[config.mk]
export PLATFORM = sky130hd
export DESIGN_NAME = hazard_scoreboard_flat
export DESIGN_NICKNAME = d
export VERILOG_FILES = /design/src/rtl/hazard_scoreboard_if.sv /design/src/rtl/hazard_scoreboard.sv /design/src/flat_wrapper.sv
export SDC_FILE = /design/constraint.sdc
export NUM_CORES = 1
export LEC_CHECK = 0
export ABC_AREA = 1
export BUFFER_PORTS_ARGS = -buffer_cell sky130_fd_sc_hd__buf_4
export CELL_PAD_IN_SITES_DETAIL_PLACEMENT = 0
export CELL_PAD_IN_SITES_GLOBAL_PLACEMENT = 1
export CORE_ASPECT_RATIO = 2
export CORE_MARGIN = 4
export CORE_UTILIZATION = 30
export CTS_CLUSTER_SIZE = 40
export DETAILED_ROUTE_END_ITERATION = 16
export PLACE_DENSITY = 0.72
export SLEW_MARGIN = 20
export SYNTH_ARGS = -nofsm -noshare
export SYNTH_HDL_FRONTEND = slang
export SYNTH_SLANG_ARGS = --single-unit
[constraint.sdc]
create_clock -name CLK -period 3.6 [get_ports CLK]
set_clock_uncertainty 0.15 [all_clocks]
set_input_delay 0.18 -clock CLK [delete_from_list [all_inputs] [get_ports CLK]]
set_output_delay 0.18 -clock CLK [all_outputs]
set_load 0.005 [all_outputs]
[src/rtl/hazard_scoreboard_if.sv]
//==============================================================================
// Module      : hazard_scoreboard_if
// Description : ID-stage hazard bus between the IF/ID latch, the EX operand
//               muxes and the hazard scoreboard.
// Revision    : 1.0 - initial release
//==============================================================================
`default_nettype none

interface hazard_scoreboard_if #(
    parameter int RW      = 5,
    parameter int NSTAGES = 3,
    parameter int CNT_W   = 16
);
    localparam int c_SEL_W = $clog2(NSTAGES);

    logic               ifid_valid;
    logic [RW-1:0]      ifid_rs;
    logic [RW-1:0]      ifid_rt;
    logic               ifid_rt_used;
    logic [RW-1:0]      ifid_rd;
    logic               ifid_RegWEN;
    logic               ifid_MemRead;
    logic               flush;
    logic               dmem_wait;
    logic               stall;
    logic               pc_en;
    logic               idex_bubble;
    logic [c_SEL_W-1:0] fwd_rs_sel;
    logic [c_SEL_W-1:0] fwd_rt_sel;
    logic [CNT_W-1:0]   stall_cnt;
    logic [CNT_W-1:0]   fwd_cnt;

    modport master (
        output ifid_valid, ifid_rs, ifid_rt, ifid_rt_used, ifid_rd,
               ifid_RegWEN, ifid_MemRead, flush, dmem_wait,
        input  stall, pc_en, idex_bubble, fwd_rs_sel, fwd_rt_sel,
               stall_cnt, fwd_cnt
    );

    modport slave (
        input  ifid_valid, ifid_rs, ifid_rt, ifid_rt_used, ifid_rd,
               ifid_RegWEN, ifid_MemRead, flush, dmem_wait,
        output stall, pc_en, idex_bubble, fwd_rs_sel, fwd_rt_sel,
               stall_cnt, fwd_cnt
    );
endinterface

`default_nettype wire

[src/rtl/hazard_scoreboard.sv]
//==============================================================================
// Module      : hazard_scoreboard
// Description : Shift-register scoreboard of in-flight writers producing
//               load-use stalls, registered forwarding selects and counters.
// Revision    : 1.0 - initial release
//==============================================================================
`default_nettype none

module hazard_scoreboard #(
    parameter int RW         = 5,
    parameter int NSTAGES    = 3,
    parameter int LOAD_READY = 2,
    parameter int CNT_W      = 16
) (
    input  wire logic          CLK,
    input  wire logic          nRST,
    hazard_scoreboard_if.slave bus
);
    localparam int c_SEL_W = $clog2(NSTAGES);
    localparam int c_PW    = $clog2(NSTAGES + 1);
    localparam int c_CW1   = CNT_W + 1;
    localparam logic [c_PW-1:0] c_LR_POS  = c_PW'(LOAD_READY);
    localparam logic [c_PW-1:0] c_END_POS = c_PW'(NSTAGES);

    logic [NSTAGES-1:0] v_q, v_d;
    logic [NSTAGES-1:0] ld_q, ld_d;
    logic [RW-1:0]      rd_q [NSTAGES];
    logic [RW-1:0]      rd_d [NSTAGES];
    logic [c_SEL_W-1:0] fwd_rs_sel_q, fwd_rs_sel_d;
    logic [c_SEL_W-1:0] fwd_rt_sel_q, fwd_rt_sel_d;
    logic [CNT_W-1:0]   stall_cnt_q, stall_cnt_d;
    logic [CNT_W-1:0]   fwd_cnt_q, fwd_cnt_d;

    logic               w_rs_hit, w_rt_hit;
    logic               w_rs_ld, w_rt_ld;
    logic [c_PW-1:0]    w_rs_pos, w_rt_pos;
    logic               w_rs_rdy, w_rt_rdy;
    logic               w_stall;
    logic               w_adv;
    logic [c_SEL_W-1:0] w_rs_sel, w_rt_sel;
    logic [1:0]         w_fwd_inc;
    logic [CNT_W:0]     w_fwd_sum;

    // Scan oldest to youngest so the youngest matching writer is the one kept.
    always_comb begin
        w_rs_hit = 1'b0;
        w_rs_ld  = 1'b0;
        w_rs_pos = '0;
        w_rt_hit = 1'b0;
        w_rt_ld  = 1'b0;
        w_rt_pos = '0;
        for (int k = NSTAGES - 1; k >= 0; k--) begin
            if (v_q[k] && (bus.ifid_rs != '0) && (rd_q[k] == bus.ifid_rs)) begin
                w_rs_hit = 1'b1;
                w_rs_ld  = ld_q[k];
                w_rs_pos = c_PW'(k + 1);
            end
            if (v_q[k] && bus.ifid_rt_used && (bus.ifid_rt != '0) &&
                (rd_q[k] == bus.ifid_rt)) begin
                w_rt_hit = 1'b1;
                w_rt_ld  = ld_q[k];
                w_rt_pos = c_PW'(k + 1);
            end
        end
    end

    assign w_rs_rdy = !w_rs_ld || (w_rs_pos >= c_LR_POS);
    assign w_rt_rdy = !w_rt_ld || (w_rt_pos >= c_LR_POS);

    assign w_stall = bus.ifid_valid && !bus.flush &&
                     ((w_rs_hit && !w_rs_rdy) || (w_rt_hit && !w_rt_rdy));

    assign w_adv = !bus.dmem_wait;

    // A producer sitting in the last entry retires into the write-first regfile.
    assign w_rs_sel = (w_rs_hit && w_rs_rdy && (w_rs_pos < c_END_POS) &&
                       !w_stall && !bus.flush) ? c_SEL_W'(w_rs_pos) : '0;
    assign w_rt_sel = (w_rt_hit && w_rt_rdy && (w_rt_pos < c_END_POS) &&
                       !w_stall && !bus.flush) ? c_SEL_W'(w_rt_pos) : '0;

    assign w_fwd_inc = {1'b0, (w_rs_sel != '0)} + {1'b0, (w_rt_sel != '0)};
    assign w_fwd_sum = {1'b0, fwd_cnt_q} + c_CW1'(w_fwd_inc);

    always_comb begin
        v_d          = v_q;
        ld_d         = ld_q;
        rd_d         = rd_q;
        fwd_rs_sel_d = fwd_rs_sel_q;
        fwd_rt_sel_d = fwd_rt_sel_q;
        stall_cnt_d  = stall_cnt_q;
        fwd_cnt_d    = fwd_cnt_q;
        if (w_adv) begin
            for (int k = 1; k < NSTAGES; k++) begin
                v_d[k]  = v_q[k-1];
                ld_d[k] = ld_q[k-1];
                rd_d[k] = rd_q[k-1];
            end
            v_d[0]  = bus.ifid_valid && bus.ifid_RegWEN && (bus.ifid_rd != '0) &&
                      !w_stall && !bus.flush;
            ld_d[0] = bus.ifid_MemRead;
            rd_d[0] = bus.ifid_rd;
            fwd_rs_sel_d = w_rs_sel;
            fwd_rt_sel_d = w_rt_sel;
            if (w_stall && (stall_cnt_q != '1)) begin
                stall_cnt_d = stall_cnt_q + 1'b1;
            end
            fwd_cnt_d = w_fwd_sum[CNT_W] ? '1 : w_fwd_sum[CNT_W-1:0];
        end
    end

    always_ff @(posedge CLK or negedge nRST) begin
        if (!nRST) begin
            v_q  <= '0;
            ld_q <= '0;
            for (int k = 0; k < NSTAGES; k++) begin
                rd_q[k] <= '0;
            end
            fwd_rs_sel_q <= '0;
            fwd_rt_sel_q <= '0;
            stall_cnt_q  <= '0;
            fwd_cnt_q    <= '0;
        end else begin
            v_q          <= v_d;
            ld_q         <= ld_d;
            rd_q         <= rd_d;
            fwd_rs_sel_q <= fwd_rs_sel_d;
            fwd_rt_sel_q <= fwd_rt_sel_d;
            stall_cnt_q  <= stall_cnt_d;
            fwd_cnt_q    <= fwd_cnt_d;
        end
    end

    assign bus.stall       = w_stall;
    assign bus.pc_en       = !w_stall && !bus.dmem_wait;
    assign bus.idex_bubble = (w_stall || bus.flush) && !bus.dmem_wait;
    assign bus.fwd_rs_sel  = fwd_rs_sel_q;
    assign bus.fwd_rt_sel  = fwd_rt_sel_q;
    assign bus.stall_cnt   = stall_cnt_q;
    assign bus.fwd_cnt     = fwd_cnt_q;

endmodule

`default_nettype wire

[src/flat_wrapper.sv]
// flat-port wrapper written by rule: the top's interface ports become plain ports
module hazard_scoreboard_flat 
#(
    parameter int RW         = 5,
    parameter int NSTAGES    = 3,
    parameter int LOAD_READY = 2,
    parameter int CNT_W      = 16
)
  (CLK, nRST, bus_ifid_valid, bus_ifid_rs, bus_ifid_rt, bus_ifid_rt_used, bus_ifid_rd, bus_ifid_RegWEN, bus_ifid_MemRead, bus_flush, bus_dmem_wait, bus_stall, bus_pc_en, bus_idex_bubble, bus_fwd_rs_sel, bus_fwd_rt_sel, bus_stall_cnt, bus_fwd_cnt);
  hazard_scoreboard_if #(.RW(RW), .NSTAGES(NSTAGES), .CNT_W(CNT_W)) bus_i ();
  input  wire logic CLK;
  input  wire logic nRST;
  input wire logic [$bits(bus_i.ifid_valid)-1:0] bus_ifid_valid;
  input wire logic [$bits(bus_i.ifid_rs)-1:0] bus_ifid_rs;
  input wire logic [$bits(bus_i.ifid_rt)-1:0] bus_ifid_rt;
  input wire logic [$bits(bus_i.ifid_rt_used)-1:0] bus_ifid_rt_used;
  input wire logic [$bits(bus_i.ifid_rd)-1:0] bus_ifid_rd;
  input wire logic [$bits(bus_i.ifid_RegWEN)-1:0] bus_ifid_RegWEN;
  input wire logic [$bits(bus_i.ifid_MemRead)-1:0] bus_ifid_MemRead;
  input wire logic [$bits(bus_i.flush)-1:0] bus_flush;
  input wire logic [$bits(bus_i.dmem_wait)-1:0] bus_dmem_wait;
  output wire logic [$bits(bus_i.stall)-1:0] bus_stall;
  output wire logic [$bits(bus_i.pc_en)-1:0] bus_pc_en;
  output wire logic [$bits(bus_i.idex_bubble)-1:0] bus_idex_bubble;
  output wire logic [$bits(bus_i.fwd_rs_sel)-1:0] bus_fwd_rs_sel;
  output wire logic [$bits(bus_i.fwd_rt_sel)-1:0] bus_fwd_rt_sel;
  output wire logic [$bits(bus_i.stall_cnt)-1:0] bus_stall_cnt;
  output wire logic [$bits(bus_i.fwd_cnt)-1:0] bus_fwd_cnt;
  assign bus_i.ifid_valid = bus_ifid_valid;
  assign bus_i.ifid_rs = bus_ifid_rs;
  assign bus_i.ifid_rt = bus_ifid_rt;
  assign bus_i.ifid_rt_used = bus_ifid_rt_used;
  assign bus_i.ifid_rd = bus_ifid_rd;
  assign bus_i.ifid_RegWEN = bus_ifid_RegWEN;
  assign bus_i.ifid_MemRead = bus_ifid_MemRead;
  assign bus_i.flush = bus_flush;
  assign bus_i.dmem_wait = bus_dmem_wait;
  assign bus_stall = bus_i.stall;
  assign bus_pc_en = bus_i.pc_en;
  assign bus_idex_bubble = bus_i.idex_bubble;
  assign bus_fwd_rs_sel = bus_i.fwd_rs_sel;
  assign bus_fwd_rt_sel = bus_i.fwd_rt_sel;
  assign bus_stall_cnt = bus_i.stall_cnt;
  assign bus_fwd_cnt = bus_i.fwd_cnt;
  hazard_scoreboard #(.RW(RW), .NSTAGES(NSTAGES), .LOAD_READY(LOAD_READY), .CNT_W(CNT_W)) u_core (.CLK(CLK), .nRST(nRST), .bus(bus_i));
endmodule
==> reports/metrics.csv, run 1 <==
stage,metric,value,unit
status,status,"finished, final reports clean",
clock_network,post_cts resized,0,
placed_design,I/O Buffers,61,
synth,#FFs+latches synth,55,
routing,Routed WL per cell,14.9,µm
routing,met2 WL,5820,µm
synth,Mapped Area,3410,µm²
placed_design,Final HPWL DP,8250,µm
sta,min cycle time layout,3250,ps
worst_setup_path,CP Data Arrival Time,3320,ps
layout,layout cell share with drive strength beyond 1,18.0,%
sta,Setup-failing EPs final,0,
synth,Ys Warns,0,
power,Pwr Density,334,nW/µm²
routing,Post-Route WL,10300,µm
clock_network,TritonCTS sink count,55,
clock_network,Worst-Skew Late Latency,290,ps
grt,Tot GR Track Use,16.1,%
worst_setup_path,critical path required time,3670,ps
routing,DRT antenna net count,0,
floorplanning,Rows,54,
synth,"Seq/Total Area, Yosys",40.4,%
clock_network,clk root buf,clkbuf_16,
grt,first-pass GRT wire length,17100,µm
layout,Layout fillers,1205,
routing,Top Layer Used,met4,
floorplanning,Core ar.,11000,µm²
worst_setup_path,Setup CP Type,register to register,
routing,Vias/cell,4.79,
sta,setup TNS,0,ps
floorplanning,die width,83.4,µm
clock_network,CTS Buf Count,5,
routing,DR iter-0 viols,114,
power,total power draw,1410,µW
layout,Area Overhead vs Synth,23.9,%
sta,fmax,307,MHz
routing,vias,3335,
floorplanning,Chip Height,159,µm
grt,grt ovf,0,
grt,initial antenna violation count,0,
min_path,hold crit path type,primary input to register,
job,max cap viols,0,
routing,wl on met1,3620,µm
layout,number of diodes,0,
synth,Mapped Cells,488,
worst_setup_path,Setup crit start kind,register,
worst_setup_path,crit-path max FO,10,
sta,Final Slew Violations,0,
routing,met3 routed WL,358,µm
sta,fin crit share,90.4,%
synth,syn_nets,514,
clock_network,H-tree levels,2,
clock_network,CTS max path bufs,2,
sta,RSZ-0062 raised after global routing,false,
floorplanning,DIE AREA,13200,µm²
sta,endpoints failing hold,0,
floorplanning,io pins,62,
clock_network,clk slew on worst S/H paths,70,ps
floorplanning,Starting Density,30.9,%
worst_setup_path,crit path capture type,register,
synth,Yosys cell types,36,
synth,Mean Syn Cell Area,6.98,µm²
grt,vias in the first global route,3464,
routing,Residual DRC,0,
sta,Slew headroom,50.2,%
power,Worst VDD drop,0.166,mV
layout,"Net count, final",581,
layout,most common library cell in the layout ignoring fill and taps,nand2_1,
layout,most frequent cells in the layout,"173 x nand2_1, 61 x buf_4, 55 x dfrtp_1",
routing,drt pass-1 iters,4,
power,static leakage,0.00222,µW
grt,largest net degree at the start of global routing,56,
clock_network,Post-CTS Setup Repair Bufs,0,
clock_network,CTS tree,built,
sta,slew at the pin closest to its max-slew limit,747,ps
placed_design,RD Place Congestion,0.876,
[final cells by class]
cell class | count | area (µm²) | share of cell area [%]
repair buffers | 66 | 508 | 12.0
well taps | 140 | 175 | 4.15
flip-flops and latches | 55 | 1380 | 32.6
clock buffers | 8 | 156 | 3.70
multi-input cells | 362 | 1760 | 41.6
inverters | 65 | 249 | 5.90
[cell usage after synthesis, drive strengths merged]
library cell  count  area [µm²]
nand2           177         689
inv              63         236
dfrtp            55        1380
nor2             51         209
o21ai            42         218
nand3            30         170
a21oi            12        63.8
nand4            12        75.1
nor3             11        87.6
xor2              7        61.3
clkbuf            5        18.8
nand3b            5        50.1
xnor2             4        35.0
a31oi             2        12.5
clkinv            2        12.5
ha                2        25.0
o31ai             2        15.0
a21o              1        7.51
and3              1        6.26
buf               1        5.00
fa                1        20.0
nor4              1        6.26
o22ai             1        6.26
[routing by layer]
layer	global-route usage, %	up-vias
met1	15.8	1549
met3	2.33	26
met2	31.3	75
li1	-	1685
met4	8.85	0
met5	0	-
[what timing repair did]
action | in CTS | in global routing
endpoints found under the hold margin | 59 | 0
endpoints found under the setup margin | 0 | 0
hold buffers | 5 | 0
[worst max-delay path, stage by stage, from the launching register on]
cell and delay [ps]:
dfrtp_1 420, inv_1 110, nand2_1 60, nand3_1 120, nor2_1 110, nand3_2 120, nand2_4 90, a21oi_2 210
nand3_1 120, fa_1 420, inv_1 70, ha_1 190, nand3_1 110, nor3_1 230, nand2_1 140, inv_2 120
nand2_2 140, inv_2 110, a21oi_1 40, o21ai_1 80
[worst paths after layout]
path | from | to | slack (ps) | depth (start not counted)
max reg2reg | u_core.rd_q[11]$_DFFE_PN0N_ | u_core.bus.fwd_cnt[9]$_DFFE_PN0N_ | 350 | 19
min reg2reg | u_core.bus.fwd_rt_sel[1]$_DFFE_PN0N_ | u_core.bus.fwd_rt_sel[1]$_DFFE_PN0N_ | 330 | 2
max | u_core.rd_q[11]$_DFFE_PN0N_ | u_core.bus.fwd_cnt[9]$_DFFE_PN0N_ | 350 | 19
min | bus_ifid_rd[4] | u_core.rd_q[14]$_DFFE_PN0N_ | 20 | 3
min in group asynchronous | nRST | u_core.bus.stall_cnt[11]$_DFFE_PN0P_ | 340 | 2
max in group asynchronous | nRST | u_core.rd_q[6]$_DFFE_PN0N_ | 2460 | 2
[power by group]
group | internal (µW) | switching [µW] | leakage [µW]
clock | 297 | 225 | 0.0000772
sequential | 648 | 35.1 | 0.000702
combinational | 78.7 | 127 | 0.00144
total | 1020 | 387 | 0.00222
[state kept, by name, summed over array words and instances (netlist names)]
name                   cells
u_core.rd_q               15
u_core.bus.fwd_rs_sel      2
u_core.ld_q                1
u_core.bus.fwd_rt_sel      2
u_core.v_q                 3
u_core.bus.fwd_cnt        16
u_core.bus.stall_cnt      16
[through the flow]
step / hold slack (ps) / area [µm²] / cells / util [%] / setup slack, ps
3_5_place_dp: 148 / 4020 / 683 / 36.5 / 353
6_report: 20.1 / 4220 / 696 / 38.3 / 347
2_1_floorplan: -266 / 3410 / 488 / - / 832
4_1_cts: 16.7 / 4220 / 696 / 38.3 / 318
3_3_place_gp: 149 / 4020 / 683 / 36.5 / 420
5_1_grt: 40.4 / 4220 / 696 / 38.3 / 43.5
[logic make-up (layout without fill, tap and decap cells)]
group	after synthesis	count (layout)	synth area share, %
AOI/OAI and AO/OA	60	60	9.47
xor gates and xnor gates	11	11	2.83
adders and majority gates	3	3	1.32
buffers and inverters	71	139	8.01
DFF	55	55	40.4
and+or+nand+nor	288	288	38.0
Power figures use the tool's default switching activity.
==> run 2: changes to the inputs <==
--- a/config.mk
+++ b/config.mk
@@ -15,7 +15,8 @@
 export CTS_CLUSTER_SIZE = 40
 export DETAILED_ROUTE_END_ITERATION = 16
 export PLACE_DENSITY = 0.72
-export SLEW_MARGIN = 20
+export RECOVER_POWER = 25
+export REMOVE_ABC_BUFFERS = 1
 export SYNTH_ARGS = -nofsm -noshare
 export SYNTH_HDL_FRONTEND = slang
 export SYNTH_SLANG_ARGS = --single-unit
==> reports/metrics.csv, run 2 (synthesis results as in run 1) <==
stage,metric,value,unit,change
routing,Vias/cell,4.81,,was 4.79
grt,Tot GR Track Use,16.8,%,was 16.1%
routing,Residual DRC,0,,unchanged
min_path,hold crit path type,primary input to register,,unchanged
placed_design,RD Place Congestion,0.904,,was 0.876
floorplanning,die width,83.4,µm,unchanged
grt,vias in the first global route,3485,,was 3464
grt,first-pass GRT wire length,17700,µm,was 17100 µm
worst_setup_path,CP Data Arrival Time,3220,ps,was 3320 ps
clock_network,Post-CTS Setup Repair Bufs,0,,unchanged
placed_design,I/O Buffers,61,,unchanged
status,status,"finished, final reports clean",,unchanged
floorplanning,Chip Height,159,µm,unchanged
sta,fmax,318,MHz,was 307 MHz
layout,"Net count, final",583,,was 581
clock_network,TritonCTS sink count,55,,unchanged
layout,most common library cell in the layout ignoring fill and taps,nand2_1,,unchanged
grt,initial antenna violation count,0,,unchanged
clock_network,CTS Buf Count,5,,unchanged
floorplanning,Core ar.,11000,µm²,unchanged
floorplanning,DIE AREA,13200,µm²,unchanged
clock_network,CTS max path bufs,2,,unchanged
routing,Post-Route WL,10800,µm,was 10300 µm
power,static leakage,0.00222,µW,about the same
worst_setup_path,Setup CP Type,register to register,,unchanged
floorplanning,io pins,62,,unchanged
floorplanning,Starting Density,30.9,%,unchanged
routing,Routed WL per cell,15.5,µm,was 14.9 µm
routing,DRT antenna net count,0,,unchanged
sta,RSZ-0062 raised after global routing,false,,unchanged
sta,Final Slew Violations,0,,unchanged
power,Pwr Density,358,nW/µm²,was 334 nW/µm²
clock_network,clk slew on worst S/H paths,80,ps,was 70 ps
grt,grt ovf,0,,unchanged
worst_setup_path,crit-path max FO,10,,unchanged
clock_network,H-tree levels,2,,unchanged
sta,slew at the pin closest to its max-slew limit,1450,ps,was 747 ps
power,Worst VDD drop,0.197,mV,was 0.166 mV
layout,Area Overhead vs Synth,25.2,%,was 23.9%
worst_setup_path,Setup crit start kind,register,,unchanged
sta,min cycle time layout,3140,ps,was 3250 ps
clock_network,clk root buf,clkbuf_16,,unchanged
sta,setup TNS,0,ps,unchanged
placed_design,Final HPWL DP,8540,µm,was 8250 µm
routing,vias,3356,,was 3335
sta,fin crit share,87.3,%,was 90.4%
worst_setup_path,critical path required time,3680,ps,was 3670 ps
clock_network,Worst-Skew Late Latency,300,ps,was 290 ps
sta,endpoints failing hold,0,,unchanged
routing,DR iter-0 viols,115,,was 114
layout,number of diodes,0,,unchanged
grt,largest net degree at the start of global routing,56,,unchanged
clock_network,CTS tree,built,,unchanged
layout,most frequent cells in the layout,"173 x nand2_1, 55 x dfrtp_1, 53 x inv_1",,"was 173 x nand2_1, 61 x buf_4, 55 x dfrtp_1"
routing,drt pass-1 iters,5,,was 4
job,max cap viols,0,,unchanged
layout,layout cell share with drive strength beyond 1,17.4,%,was 18.0%
worst_setup_path,crit path capture type,register,,unchanged
sta,Setup-failing EPs final,0,,unchanged
power,total power draw,1530,µW,was 1410 µW
floorplanning,Rows,54,,unchanged
sta,Slew headroom,3.16,%,was 50.2%
-- run 2: final cells by class --
class / count / area, µm²
Clock buffer: 5 / 125
Clock inverter: 3 / 67.6
Fill cell: 1196 / 6750
Inverter: 65 / 249
Multi-Input combinational cell: 362 / 1770
Sequential cell: 55 / 1380
Tap cell: 140 / 175
Timing Repair Buffer: 68 / 500
-- run 2: timing repair --
item                                   CTS  global route
setup endpoints to repair                0             3
gates resized for setup                  0             2
hold buffers                             6             0
endpoints found under the hold margin   60             0
-- run 2: report_power, final --
part	switching, µW	total (µW)	internal (µW)
Sequential	33.2	681	648
Combinational	133	209	75.6
Clock	236	635	399
-- run 2: path summary, 6_finish.rpt --
| check | from | endpoint | slack [ps] | cells past startpoint |
|---|---|---|---|---|
| min in group asynchronous | nRST | u_core.rd_q[2]$_DFFE_PN0N_ | 590 | 2 |
| hold / removal | bus_ifid_RegWEN | u_core.v_q[0]$_DFFE_PN0N_ | 30 | 3 |
| setup reg to reg | u_core.rd_q[13]$_DFFE_PN0N_ | u_core.bus.fwd_cnt[9]$_DFFE_PN0N_ | 460 | 21 |
| hold reg to reg | u_core.bus.fwd_rt_sel[1]$_DFFE_PN0N_ | u_core.bus.fwd_rt_sel[1]$_DFFE_PN0N_ | 340 | 2 |
| max in group asynchronous | nRST | u_core.bus.stall_cnt[12]$_DFFE_PN0P_ | 1810 | 2 |
| setup / recovery | u_core.rd_q[13]$_DFFE_PN0N_ | u_core.bus.fwd_cnt[9]$_DFFE_PN0N_ | 460 | 21 |
-- run 2: stage by stage --
step	util [%]	setup slack, ps	hold slack (ps)	std cells	instance area, µm²
2_1_floorplan	-	817	-266	482	3380
3_3_place_gp	36.5	366	151	684	4020
3_5_place_dp	36.5	298	145	684	4020
4_1_cts	38.8	294	13.6	698	4280
5_1_grt	38.7	53.6	27.1	698	4260
6_report	38.7	457	25.9	698	4260
-- run 2: critical path, stage by stage (launching register included) --
cell     delay (ps)
dfrtp_1         410
inv_1           100
nand2_1          60
nand2_1          50
inv_1            40
nand2_1         110
nor2_2           70
nand3_2         100
nand2_4         100
a21oi_4         180
nand3_1         120
fa_1            410
inv_1            70
ha_1            180
nand3_1         130
nor3_2          150
nand2_1         130
inv_2           130
nand2_2         140
inv_2           100
a21oi_1          40
o21ai_1          80
-- run 2: routing by layer --
metal  share of wire (%)  global-route usage [%]  up-vias  wire length (µm)
met5                   0                       0        -                 0
li1                    -                       -     1685                 -
met2                  54                    31.0       86              5880
met3                 3.7                    2.65       35               405
met1                  36                    17.2     1550              3930
met4                 5.6                    10.4        0               604
